`config.mk`:
```
export PLATFORM = sky130hd
export DESIGN_NAME = imm_gen_pipe
export DESIGN_NICKNAME = d
export VERILOG_FILES = /design/src/rtl/imm_gen_pipe.sv
export SDC_FILE = /design/constraint.sdc
export NUM_CORES = 1
export LEC_CHECK = 0
export BUFFER_PORTS_ARGS = -buffer_cell sky130_fd_sc_hd__buf_2
export CAP_MARGIN = 40
export CORE_UTILIZATION = 59
export DETAILED_ROUTE_END_ITERATION = 6
export HOLD_SLACK_MARGIN = 0.08
export PLACE_DENSITY_LB_ADDON = 0.05
export SLEW_MARGIN = 5
export SYNTH_ARGS = -nofsm -noshare
export SYNTH_HDL_FRONTEND = slang
export SYNTH_SLANG_ARGS = --single-unit
```
`constraint.sdc`:
```
create_clock -name clk -period 10.22 [get_ports clk]
set_input_delay 1.022 -clock clk [delete_from_list [all_inputs] [get_ports clk]]
set_output_delay 1.022 -clock clk [all_outputs]
set_load 0.03 [all_outputs]
```
`src/rtl/imm_gen_pipe.sv`:
```
// Decode-stage immediate generator: classifies the instruction format, sign-extends
// the immediate to XLEN, and presents results through a 2-entry skid buffer.
module imm_gen_pipe #(
  parameter int XLEN  = 32,
  parameter int TAG_W = 32
) (
  input  logic             clk,
  input  logic             rst,
  input  logic             in_valid,
  output logic             in_ready,
  input  logic [31:0]      in_instr,
  input  logic [TAG_W-1:0] in_tag,
  output logic             out_valid,
  input  logic             out_ready,
  output logic [XLEN-1:0]  out_imm,
  output logic [2:0]       out_fmt,
  output logic             out_illegal,
  output logic [TAG_W-1:0] out_tag
);

  localparam logic [2:0] F_NONE = 3'd0, F_I = 3'd1, F_S = 3'd2,
                         F_B    = 3'd3, F_U = 3'd4, F_J = 3'd5;

  typedef struct packed {
    logic [XLEN-1:0]  imm;
    logic [2:0]       fmt;
    logic             illegal;
    logic [TAG_W-1:0] tag;
  } ent_t;

  // State bits are {K.valid, O.valid}; 2'b10 is never entered.
  typedef enum logic [1:0] {EMPTY = 2'b00, ONE = 2'b01, FULL = 2'b11} state_e;

  state_e      state_q, state_d;
  ent_t        o_q, o_d, k_q, k_d, dec;
  logic [31:0] imm32;
  logic        in_xfer, out_xfer;

  // Every supported opcode has [1:0]=11, so the default arm also covers bad low bits.
  always_comb begin
    imm32       = '0;
    dec.fmt     = F_NONE;
    dec.illegal = 1'b0;
    case (in_instr[6:0])
      7'b0000011, 7'b0010011, 7'b1100111, 7'b0001111, 7'b1110011: begin
        dec.fmt = F_I;
        imm32   = {{20{in_instr[31]}}, in_instr[31:20]};
      end
      7'b0100011: begin
        dec.fmt = F_S;
        imm32   = {{20{in_instr[31]}}, in_instr[31:25], in_instr[11:7]};
      end
      7'b1100011: begin
        dec.fmt = F_B;
        imm32   = {{19{in_instr[31]}}, in_instr[31], in_instr[7],
                   in_instr[30:25], in_instr[11:8], 1'b0};
      end
      7'b0110111, 7'b0010111: begin
        dec.fmt = F_U;
        imm32   = {in_instr[31:12], 12'b0};
      end
      7'b1101111: begin
        dec.fmt = F_J;
        imm32   = {{11{in_instr[31]}}, in_instr[31], in_instr[19:12],
                   in_instr[20], in_instr[30:21], 1'b0};
      end
      7'b0110011: ;
      default: dec.illegal = 1'b1;
    endcase
    dec.imm = XLEN'($signed(imm32));
    dec.tag = in_tag;
  end

  // in_ready depends only on registered state (and reset), never on out_ready.
  assign in_ready = (state_q != FULL) & ~rst;
  assign in_xfer  = in_valid & in_ready;
  assign out_xfer = out_valid & out_ready;

  always_comb begin
    state_d = state_q;
    o_d     = o_q;
    k_d     = k_q;
    case (state_q)
      EMPTY: if (in_xfer) begin
        o_d     = dec;
        state_d = ONE;
      end
      ONE: begin
        if (in_xfer && out_xfer) o_d = dec;
        else if (in_xfer) begin
          k_d     = dec;
          state_d = FULL;
        end else if (out_xfer) state_d = EMPTY;
      end
      FULL: if (out_xfer) begin
        o_d     = k_q;
        state_d = ONE;
      end
      default: state_d = EMPTY;
    endcase
  end

  always_ff @(posedge clk or posedge rst) begin
    if (rst) begin
      state_q <= EMPTY;
      o_q     <= '0;
      k_q     <= '0;
    end else begin
      state_q <= state_d;
      o_q     <= o_d;
      k_q     <= k_d;
    end
  end

  assign out_valid   = state_q[0];
  assign out_imm     = o_q.imm;
  assign out_fmt     = o_q.fmt;
  assign out_illegal = o_q.illegal;
  assign out_tag     = o_q.tag;

endmodule
```
==> qor.txt <==
================================================================================
Worst-case register-to-register setup slack                              7.09 ns
Placed Instance Area                                                  7170 sq um
Pins Over Slew Limit                                                           0
Total number of nets in the final design                                     854
Proportion of layout cells with a drive suffix above 1                     25.3%
Leading cell types by total area after synthesis                    dfrtp_1 (54%), nand2_1 (11%), mux2i_1 (6.3%)
Hold Buf Count CTS                                                             0
Share of synthesized area occupied by flip-flops and latches               54.0%
Violation count after the first detailed-routing iteration                   351
Number of rows in the core area                                               37
Number of global-route vias before repair                                   5297
Wire length of the first global-routing pass                             25.5 mm
Hold violation count in the final report                                       0
Fraction of registers with async set or reset after synthesis               100%
Most frequent cells in the layout                                   nand2_1 (179), dfrtp_1 (138), buf_2 (137)
Critical path peak fanout                                                     64
PD cells                                                             353 nW/um^2
Global-route congestion overflow total                                         0
Number of enable flip-flop cells after synthesis                               0
Synthesized instance count                                                   661
Average vias per placed instance                                            5.68
Die height                                                           106 microns
Router iterations before antenna repair                                        5
R2R Path Start                                                      state_q[0]$_DFFE_PP0P_
Syn Area/Cell                                                         9.67 sq um
Clock Latency Late Sink                                                  0.52 ns
Routability congestion estimate                                            0.894
Layout Skew                                                           0.00573 ns
Top-area cell type share of the netlist area                               54.0%
Worst Path Class, Setup                                                  reg2reg
Crit share post-route                                                      30.6%
Max IR drop VDD                                                           182 uV
Width of the die                                                     106 microns
Total die area                                                       11300 sq um
Unique cell type count in the Yosys netlist                                   54
Maxcap violations                                                              0
CP endpoint                                                         out_tag[4]$_DFFE_PP0P_
Commonest register cell after synthesis                                  dfrtp_1
Detail-routed net length per standard cell                          16.7 microns
Total via count in the routed design                                        5302
Status                                                              finished, final reports clean
Setup crit end kind                                                    flip-flop
Fillers                                                                      754
Peak clock frequency supported by timing                                 320 MHz
Total negative setup slack                                                  0 ns
Number of antenna violations at the first check in global routing              3
Post-synth design cell area                                           6390 sq um
Detailed placer's ending HPWL                                            10.2 mm
Post-CTS Setup Inserts                                                         0
Type of the worst min-delay path                                         reg2reg
Multi-input logic area                                                2720 sq um
CTS sink count                                                               138
Total power draw                                                         2.75 mW
Initial core utilization                                                   61.4%
Critical register-to-register path endpoint                         out_tag[4]$_DFFE_PP0P_
Data arrival, critical path                                              3.50 ns
Post-Layout Inst Area                                                 7800 sq um
Maximum level of the CTS H-tree                                                4
Worst R2R Path Depth                                                           6
Pin count of the biggest net entering global routing                          65
Leak Pwr                                                                 3.64 nW
Post-Syn Nets                                                                733
Number of setup violations in the final report                                 0
FF+latch count, synth                                                        138
Dominant cell type by area after synthesis                               dfrtp_1
TritonCTS clock tree                                                        done
I/O pin count                                                                138
Fin crit period                                                          3.13 ns
Floorplan Core Area                                                  10400 sq um
Remaining design rule violation count                                          0
Tot GR Track Use                                                           29.3%
Worst-case clock buffer depth                                                  2
Wire length after detailed routing                                       15.6 mm
Unrepaired setup endpoints after global routing                            false
Post-CTS resize count                                                          0
Number of buffers created by CTS                                              17
Data required time of the critical path                                 10.59 ns
Number of nets with antenna violations after detailed routing                  0
Sequential cell area                                                  3450 sq um
Startpoint class of the critical path                                  flip-flop
Worst Max-Slew Pin Slew                                                 0.899 ns
Count of synthesis-stage warnings from yosys                                   0
Cell chosen for the clock root                                          clkbuf_8
Leading cell type in the layout, fill and taps excluded                  nand2_1
Worst-case headroom to the max-slew limit                                  40.1%
Port-buffer cells                                                            137
Synth-to-Final Area Change                                                 22.0%
Launching instance or port of the critical path                     state_q[0]$_DFFE_PP0P_
Clock slew at reported path FFs                                          0.06 ns
================================================================================
-- final cells by class --
type / count / share of cell area, %
tap: 136 / 2.18
inverter: 7 / 0.401
timing repair buffer: 146 / 10.2
antenna: 3 / 0.0962
sequential: 138 / 44.3
clock buffer: 21 / 5.88
clock inverter: 10 / 2.13
multi-input combinational: 472 / 34.8
-- worst min path at each step --
stage,start,to,slack (ns),depth (start not counted)
global placement,k_q[29]$_DFFE_PP0P_,k_q[29]$_DFFE_PP0P_,0.46,2
global route,k_q[21]$_DFFE_PP0P_,k_q[21]$_DFFE_PP0P_,0.49,2
CTS,k_q[12]$_DFFE_PP0P_,k_q[12]$_DFFE_PP0P_,0.48,2
finish,k_q[22]$_DFFE_PP0P_,k_q[22]$_DFFE_PP0P_,0.47,2
floorplan,k_q[0]$_DFFE_PP0P_,k_q[0]$_DFFE_PP0P_,0.45,2
detailed placement,k_q[22]$_DFFE_PP0P_,k_q[22]$_DFFE_PP0P_,0.46,2
-- metrics by stage --
stage	utilization (%)	cells	hold WS, ns	worst slack (ns)
6_report	74.9	933	0.471	7.09
5_1_grt	74.9	931	0.491	6.89
4_1_cts	74.8	930	0.476	7.12
3_5_place_dp	68.8	899	0.462	7.07
3_3_place_gp	68.1	895	0.456	6.91
2_1_floorplan	-	661	0.445	5.50
-- critical path, stage by stage (launching register included) --
cell and delay [ns]:
dfrtp_1 0.53, ha_4 0.56, nand4bb_4 0.29, nor2_4 0.07, o22ai_4 0.68, buf_4 0.61, o21ai_0 0.21
-- metal layers --
metal	wire, microns	global-route usage, %	up-vias
met5	0	0	-
met4	242	9.13	0
met3	938	7.66	21
met2	7620	47.5	174
met1	6810	38.6	2568
li1	-	-	2539
-- power by group --
part | switching [mW] | total, mW | leakage, nW | internal, mW
clock | 0.229 | 0.644 | 0.289 | 0.415
sequential | 0.128 | 0.914 | 1.75 | 0.786
combinational | 0.809 | 1.20 | 1.60 | 0.388
-- cells in the mapped netlist, drive strengths merged (2+ instances only) --
master,instances
o21ai,55
o211ai,17
inv,7
o22a,3
o31ai,2
or2,2
mux2,2
a22o,6
a31oi,10
nor4,2
a211oi,13
a221oi,9
nand4,2
nor2,48
ha,4
nor3,13
a22oi,5
mux2i,40
dfrtp,138
o22ai,2
nand2b,11
nand3,10
and3,2
a21o,3
nor2b,2
a21oi,17
buf,23
nand2,181
clkbuf,21
o32ai,2
-- cell families (layout without fill, tap and decap cells) --
group	Yosys count	count (layout)	synth area share, %
buffers and inverters	51	184	3.97
other	0	3	0
adders and majority gates	4	4	0.783
muxes	42	42	6.61
DFF	138	138	54.0
and+or+nand+nor	276	276	18.6
xor gates and xnor gates	1	1	0.137
AOI/OAI and AO/OA	149	149	15.9
-- registers in the layout, summed over array words and instances (netlist names) --
name	count
k_q	68
state_q	2
out_illegal	1
out_tag	32
out_imm	32
out_fmt	3
No activity file was read; power rests on OpenSTA's default activity.
